<file path="config.mk">
export PLATFORM = sky130hd
export DESIGN_NAME = data_memory
export DESIGN_NICKNAME = d
export VERILOG_FILES = /design/src/rtl/dmem_pkg.sv /design/src/rtl/dmem_load_align.sv /design/src/rtl/data_memory.sv
export SDC_FILE = /design/constraint.sdc
export NUM_CORES = 2
export LEC_CHECK = 0
export CAP_MARGIN = 5
export CORE_UTILIZATION = 49
export CTS_CLUSTER_DIAMETER = 40
export CTS_CLUSTER_SIZE = 25
export DETAILED_ROUTE_END_ITERATION = 12
export DONT_BUFFER_PORTS = 1
export SLEW_MARGIN = 20
export SYNTH_ARGS = -nofsm -noshare
export SYNTH_HDL_FRONTEND = slang
export SYNTH_SLANG_ARGS = --single-unit
export TNS_END_PERCENT = 5
</file>
<file path="constraint.sdc">
create_clock -name clk -period 3.4 [get_ports clk]
set_input_delay 0.51 -clock clk [delete_from_list [all_inputs] [get_ports clk]]
set_output_delay 0.51 -clock clk [all_outputs]
set_load 0.005 [all_outputs]
</file>
<file path="src/rtl/dmem_pkg.sv">
// rtl/dmem_pkg.sv - funct3 encodings and access legality/byte-enable helpers
package dmem_pkg;

  localparam logic [2:0] F3_B  = 3'b000;
  localparam logic [2:0] F3_H  = 3'b001;
  localparam logic [2:0] F3_W  = 3'b010;
  localparam logic [2:0] F3_BU = 3'b100;
  localparam logic [2:0] F3_HU = 3'b101;

  // Load legality; invalid load encodings report as not aligned.
  function automatic logic is_aligned(input logic [2:0] funct3, input logic [1:0] offset);
    case (funct3)
      F3_B, F3_BU: is_aligned = 1'b1;
      F3_H, F3_HU: is_aligned = ~offset[0];
      F3_W:        is_aligned = (offset == 2'b00);
      default:     is_aligned = 1'b0;
    endcase
  endfunction

  // All-zero enable means the store is illegal and must be suppressed.
  function automatic logic [3:0] store_be(input logic [2:0] funct3, input logic [1:0] offset);
    case (funct3)
      F3_B:    store_be = 4'b0001 << offset;
      F3_H:    store_be = offset[0] ? 4'b0000 : (4'b0011 << offset);
      F3_W:    store_be = (offset == 2'b00) ? 4'b1111 : 4'b0000;
      default: store_be = 4'b0000;
    endcase
  endfunction

endpackage

</file>
<file path="src/rtl/dmem_load_align.sv">
// rtl/dmem_load_align.sv - byte/halfword extraction with sign/zero extension
module dmem_load_align
  import dmem_pkg::*;
(
  input  logic [31:0] word,
  input  logic [1:0]  offset,
  input  logic [2:0]  funct3,
  output logic [31:0] data
);

  logic [7:0]  sel_b;
  logic [15:0] sel_h;

  assign sel_b = word[8*offset +: 8];
  assign sel_h = offset[1] ? word[31:16] : word[15:0];

  always_comb begin
    data = '0;
    if (is_aligned(funct3, offset)) begin
      case (funct3)
        F3_B:    data = {{24{sel_b[7]}}, sel_b};
        F3_BU:   data = {24'b0, sel_b};
        F3_H:    data = {{16{sel_h[15]}}, sel_h};
        F3_HU:   data = {16'b0, sel_h};
        F3_W:    data = word;
        default: data = '0;
      endcase
    end
  end

endmodule

</file>
<file path="src/rtl/data_memory.sv">
// rtl/data_memory.sv - byte-addressable RV32I data memory with debug counters
module data_memory
  import dmem_pkg::*;
#(
  parameter int DEPTH_WORDS = 64,
  parameter int CNT_W       = 16
) (
  input  logic             clk,
  input  logic             rst_n,
  input  logic             MemWrite,
  input  logic             MemRead,
  input  logic [31:0]      ALUResult,
  input  logic [31:0]      WriteData,
  input  logic [2:0]       funct3,
  output logic [31:0]      ReadData,
  output logic             MisalignErr,
  output logic [CNT_W-1:0] LoadCount,
  output logic [CNT_W-1:0] StoreCount
);

  localparam int AW = $clog2(DEPTH_WORDS);

  logic [31:0]   mem [DEPTH_WORDS];
  logic [AW-1:0] idx;
  logic [1:0]    off;
  logic [3:0]    be;
  logic [31:0]   wlanes;
  logic          load_ok;
  logic          do_store;
  logic          do_load;
  logic          access_err;

  assign idx = ALUResult[AW+1:2];
  assign off = ALUResult[1:0];
  assign be  = store_be(funct3, off);

  assign load_ok    = is_aligned(funct3, off);
  assign do_store   = MemWrite && (be != 4'b0000);
  assign do_load    = MemRead && !MemWrite && load_ok;
  // A combined read+write is judged purely as a store.
  assign access_err = MemWrite ? (be == 4'b0000) : (MemRead && !load_ok);

  always_comb begin
    wlanes = WriteData;
    case (funct3)
      F3_B:    wlanes = {4{WriteData[7:0]}};
      F3_H:    wlanes = {2{WriteData[15:0]}};
      default: wlanes = WriteData;
    endcase
  end

  dmem_load_align u_load_align (
    .word   (mem[idx]),
    .offset (off),
    .funct3 (funct3),
    .data   (ReadData)
  );

  always_ff @(posedge clk or negedge rst_n) begin
    if (!rst_n) begin
      for (int i = 0; i < DEPTH_WORDS; i++) mem[i] <= '0;
    end else if (do_store) begin
      for (int b = 0; b < 4; b++) begin
        if (be[b]) mem[idx][8*b +: 8] <= wlanes[8*b +: 8];
      end
    end
  end

  always_ff @(posedge clk or negedge rst_n) begin
    if (!rst_n) begin
      MisalignErr <= 1'b0;
      LoadCount   <= '0;
      StoreCount  <= '0;
    end else begin
      if (access_err) MisalignErr <= 1'b1;
      if (do_load && (LoadCount != {CNT_W{1'b1}})) LoadCount <= LoadCount + 1'b1;
      if (do_store && (StoreCount != {CNT_W{1'b1}})) StoreCount <= StoreCount + 1'b1;
    end
  end

endmodule
</file>
* Word level (Yosys, flattened, before mapping)
Cells that the tools add are included.
Cells by class: $add $sub $neg 2, $lt $le $gt $ge 2, equality and inequality tests 6, shift operators 3, mux-type cells 31, bitwise logic cells 2, reduce and logical (&&, ||, !) cells 15
Operators by type and width (number):
- $mux 2048 | 7
- $bwmux 2048 | 4
- $demux 32 s6 | 4
- $bmux 32 s6 | 1
- $pmux 32 s5 | 1
- $mux 32 | 4
- $pmux 32 s2 | 1
- $add 16x1->16 const B | 2
- $mux 16 | 2
- $ne 16x16->1 const B | 2
- $shiftx 32x6->8 | 1
- $mux 24 | 1
- $pmux 4 s3 | 1
- $mux 4 | 2
- $mux 8 | 1
- $ge 7x7->1 const B | 1
- $logic_and 1x1->1 | 7
- $lt 7x1->1 const B | 1
- $not 6->7 | 1
- $eq 3x3->1 const B | 2
- $logic_not 4->1 | 1
- $reduce_bool 4->1 | 1
- $reduce_or 2->1 | 2
- $shl 1x2->4 const A | 1
- 9 further kinds | 10
Storage, ports and cells: flip-flop bits (word level) 2081, input bits 71, output and inout port bits 65, logic and storage cells 128

* Longest topological paths before layout
word-level depth 16, mapped depth 15, depth with buffers taken out 8

* Cells and area by module
A second synthesis with hierarchy kept.
Second synthesis, totals: cell total of the unflattened synthesis 8747, area, all modules 93941.3 sq um
By module, submodules not included:
- data_memory | times used 1, cells each 8630, area each 93193.1 sq um, sequential area each 52074.9 sq um
- dmem_load_align | times used 1, cells each 117, area each 748.2 sq um, sequential area each 0.0 sq um

* Worst setup path before layout
No wires, ideal clock.
path type input -> output, start input port ALUResult[4], end output port ReadData[3], arrival 2.726 ns, data required time 2.890 ns, slack 0.164 ns, cell stages on the path 12, path buffers 5, path through buf_4 -> buf_6 -> buf_4 -> buf_2 -> buf_2 -> mux2i_1 -> o21ai_0 -> a221oi_2 -> o22ai_1 -> nor4_2 -> nor2_1 -> o41a_1
On the way: longest elaborated chain between the ends 7, elaborated cells on any way between the ends 8, classes of those cells shift (1); mux (6); bitwise (1)
RTL lines:
- from (decl) | RTL line data_memory.sv:12 | input logic [31:0] ALUResult,
- $not 6->7 (not written as such) * | RTL line data_memory.sv:53 | .word (mem[idx]),
- $bmux 32 s6 * | RTL line data_memory.sv:53
- $mux 32 (not written as such) * (2 in a row) | RTL line data_memory.sv:53
- $shiftx 32x6->8 or $mux 16 (tied branches) | RTL line dmem_load_align.sv:14, dmem_load_align.sv:15
- $pmux 32 s5 * | RTL line dmem_load_align.sv:20 | case (funct3)
- $mux 32 * | RTL line dmem_load_align.sv:19 | if (is_aligned(funct3, offset)) begin
- to (decl) | RTL line data_memory.sv:15 | output logic [31:0] ReadData,
Every way passes the cells marked *; elsewhere a longest branch is shown, timed or not. The select of a mux whose other input is x is not followed.

* Final worst setup path
Ends and elaborated chain as after synthesis.

==> results.cfg <==
[sta]
setup_slack_ns = -2.17
finalHoldViolCount = 129
whs_ns = -0.287
rsz0062_at_grt = true
max_freq_ghz = 0.180
relSlewSlack_pct = -58.1
period_minus_slack_ns = 5.57
setup_violations = 544
tightest_slew_ns = 2.37
slew_viol_final = 327
min_period_over_period_pct = 164
clock_skew_ns = 0.0142

[clocking]
clockBufferDepth = 4
tritoncts = built
clock_sinks = 2081
numCtsBuffers = 323
clkTransAtPathRegs_ns = 0.05
cts-root-buf = clkbuf_16
cts.htree.levels = 5
insertion_delay_ns = 0.92

[synth]
synth_cell_type_count = 87
ys_ff_latch = 2081
yosysSeqAreaShare_pct = 55.7
async_reset_ff_share_pct = 100
synth_edf_count = 0
synth_area_per_cell_um2 = 10.7
mappedNetlistNets = 8850
yosys_warnings = 0
postSynthCellCount = 8777
synth_flop_cell = dfrtp_1
netlist_area_um2 = 93500

[setup_path]
r2r_cells = 8
path_cells = and3b_2 > buf_6 > a22o_1 > o31ai_2 > buf_4 > o211ai_1 > nor4_4 > buf_4 > nand2_1 > and3_1 > o41a_1
crit_fanout = 333
timing.rr.end = LoadCount[14]
crit_path_start_kind = input pin
critPathSlowestCell = and3b_2
required_ns = 2.89
r2r-start = LoadCount[8]
worst_path_largest_cell_delay_ns = 1.12
critPathCaptureType = output pin
rrSetupSlack_ns = 0.95
worstSetupPathType = input pin to output pin
cpMostUsedCell = buf_4
cp.arrival_ns = 5.06

[finish]
drive_gt1_share_pct = 24.8
nets = 9282
design_area_um2 = 115000
syn_to_final_growth_pct = 22.6
fillCellCount = 15313

[power_and_ir_drop]
p_per_area_nw_per_um2 = 560
total_leakage_power_uw = 0.0525
combPwrFrac_pct = 7.2
intPower_uw = 48300
ir_worst_vdd_mv = 0.477
power.share.sequential_pct = 40.2
total_power_uw = 64100
p_sw_uw = 15800
sw_frac_of_total_pct = 24.6
clkPwrFrac_pct = 52.7

[floorplan]
die_h_um = 439
ioPinCount = 136
die_w_um = 439
die_area_um2 = 193000
num_rows = 159
start_util_pct = 49.6
core_area_um2 = 189000

[flow_run]
drv_cap = 0

[drt]
drtAntennaViolNets = 0
vias = 74724
wl_per_cell_um = 30.1
drtIter0Drc = 8552
routed_via_density = 6.25
drcViolationCount = 0
wirelength_mm = 361
dr.pass1.iters = 9

[place]
place_area_um2 = 102000
dpl_worst_slack_ns = -1.30
port_buffers = 0
routabilityCongestion = 1.04
dp_hpwl_mm = 232

[outcome]
status = finished, violations left
violations = negative hold slack, max-slew violations, negative setup slack

[global_routing]
grt_usage_pct = 36.8
grt_antenna_before_repair = 13
grt_pass1_wl_mm = 516
grt_overflow = 0
first_global_vias = 72757
grt_max_degree = 517

[worst_hold_path]
hold_path_class = input pin to asynchronous set/reset pin
Yosys cell counts (all sizes together), types with 7 or more instances:
cell type / number / area [µm²]
dfrtp: 2081 / 52100
nand2: 1939 / 7280
o21ai: 1655 / 8280
mux2: 698 / 7860
clkbuf: 502 / 1880
mux2i: 318 / 3180
buf: 223 / 1430
nor2: 191 / 719
a221oi: 152 / 1360
mux4: 125 / 2820
a22oi: 123 / 923
a21oi: 116 / 584
o22ai: 105 / 657
a221o: 73 / 731
a22o: 49 / 429
o2bb2ai: 33 / 289
nand3: 30 / 150
o22a: 25 / 219
a31oi: 24 / 165
xnor2: 19 / 166
and2: 18 / 113
nor3: 18 / 100
a211oi: 17 / 128
and3: 16 / 100
o221ai: 16 / 140
a222oi: 15 / 150
nand2b: 14 / 87.6
nor4: 14 / 125
o211ai: 13 / 97.6
inv: 12 / 45.0
xor2: 11 / 96.3
nand4: 10 / 62.6
nor2b: 9 / 56.3
or2: 9 / 56.3
and3b: 8 / 70.1
a211o: 7 / 61.3
o21a: 7 / 52.6
placed cells by master, fill, tap and decap left out, types with 17 or more instances in the layout:
cell | synthesis | routed
dfrtp_1 | 2081 | 2081
nand2_1 | 1939 | 1932
o21ai_0 | 1640 | 1618
mux2_2 | 689 | 686
buf_4 | 33 | 596
clkbuf_16 | 0 | 342
mux2i_1 | 318 | 300
nor2_1 | 190 | 179
buf_12 | 2 | 174
a221oi_1 | 147 | 140
mux4_2 | 125 | 125
a22oi_1 | 123 | 119
a21oi_1 | 115 | 110
o22ai_1 | 105 | 99
a221o_1 | 73 | 73
a22o_1 | 49 | 49
inv_6 | 0 | 42
clkbuf_8 | 0 | 39
bufinv_16 | 0 | 35
o2bb2ai_1 | 33 | 33
buf_16 | 0 | 32
clkinvlp_4 | 0 | 31
clkinv_4 | 0 | 31
clkinv_2 | 0 | 28
nand3_1 | 30 | 27
clkbuf_1 | 502 | 26
o22a_1 | 25 | 25
a31oi_1 | 23 | 23
xnor2_1 | 19 | 19
o21ai_2 | 0 | 17
cell families after synthesis:
family / Yosys count / synth area share (%)
AO/OA/AOI/OAI: 2478 / 15.7
XOR/XNOR: 30 / 0.281
adder cells (fa/ha/maj): 2 / 0.0268
buffers and inverters: 737 / 3.59
flip-flops: 2081 / 55.7
multiplexers: 1141 / 14.8
AND/OR/NAND/NOR: 2308 / 9.85
worst max path at each step:
| stage | from | endpoint | slack [ns] | cells after the start |
|---|---|---|---|---|
| 3_3_place_gp | rst_n | mem[760] | -1.14 | 4 |
| 2_1_floorplan | ALUResult[4] | ReadData[3] | 0.16 | 12 |
| 4_1_cts | mem[373] | ReadData[5] | -0.91 | 9 |
| 3_5_place_dp | rst_n | mem[1054] | -1.30 | 7 |
| 5_1_grt | ALUResult[4] | ReadData[3] | -1.62 | 11 |
| 6_report | ALUResult[4] | ReadData[3] | -2.17 | 11 |
cell type report:
cell class / instances / area, µm² / area share [%]
Clock buffer: 393 / 8840 / 7.71
Clock inverter: 172 / 2140 / 1.86
Timing Repair Buffer: 832 / 9360 / 8.16
Tap cell: 2495 / 3120 / 2.72
Inverter: 12 / 56.3 / 0.0491
Antenna cell: 16 / 40.0 / 0.0349
Sequential cell: 2081 / 52100 / 45.4
Multi-Input combinational cell: 5959 / 39000 / 34.0
metrics by stage:
stage	setup TNS (ns)	hold slack (ns)	utilization, %	cells
after floorplan	0	0.214	-	8777
after global placement	-689.18	0.217	54.0	11319
after detailed placement	-338.42	0.217	54.1	11325
after CTS	-137.99	-0.154	60.3	11910
after global routing	-87.20	-0.191	60.8	11949
final	-201.87	-0.287	60.8	11960
timing repair:
action | in CTS | in global routing
hold buffers | 20 | 5
setup endpoints to repair | 178 | 605
gates cloned | 0 | 13
resized for setup | 58 | 65
buffers inserted | 0 | 11
hold endpoints to repair | 919 | 141
pin swaps | 10 | 20
critical path: cells and delay by family:
family          cells  cell delay, ns
compound gates      4            1.04
simple gates        4            1.80
buf+inv             3            0.56
flip-flops by register name, summed over array words and instances (netlist names):
register and flops:
mem 2048, LoadCount 16, StoreCount 16, MisalignErr 1
routing by layer:
layer | global-route usage [%] | up-vias | wire length (µm) | part of all wire [%]
met1 | 49.0 | 37903 | 143000 | 40
met2 | 54.4 | 3680 | 159000 | 44
met4 | 22.6 | 6 | 25200 | 7.0
met3 | 8.87 | 1023 | 34000 | 9.4
li1 | - | 32112 | - | -
met5 | 0 | - | 34 | 0.0094
power by group through the flow:
stage / combinational, µW / clock [µW] / sequential (µW)
6_report: 4590 / 33800 / 25800
5_1_grt: 4800 / 35100 / 25800
4_1_cts: 4200 / 34000 / 25800
3_5_place_dp: 3980 / 0 / 26200
3_3_place_gp: 3910 / 0 / 26100
2_1_floorplan: 2090 / 0 / 26100
No activity file was read; power rests on OpenSTA's default activity.
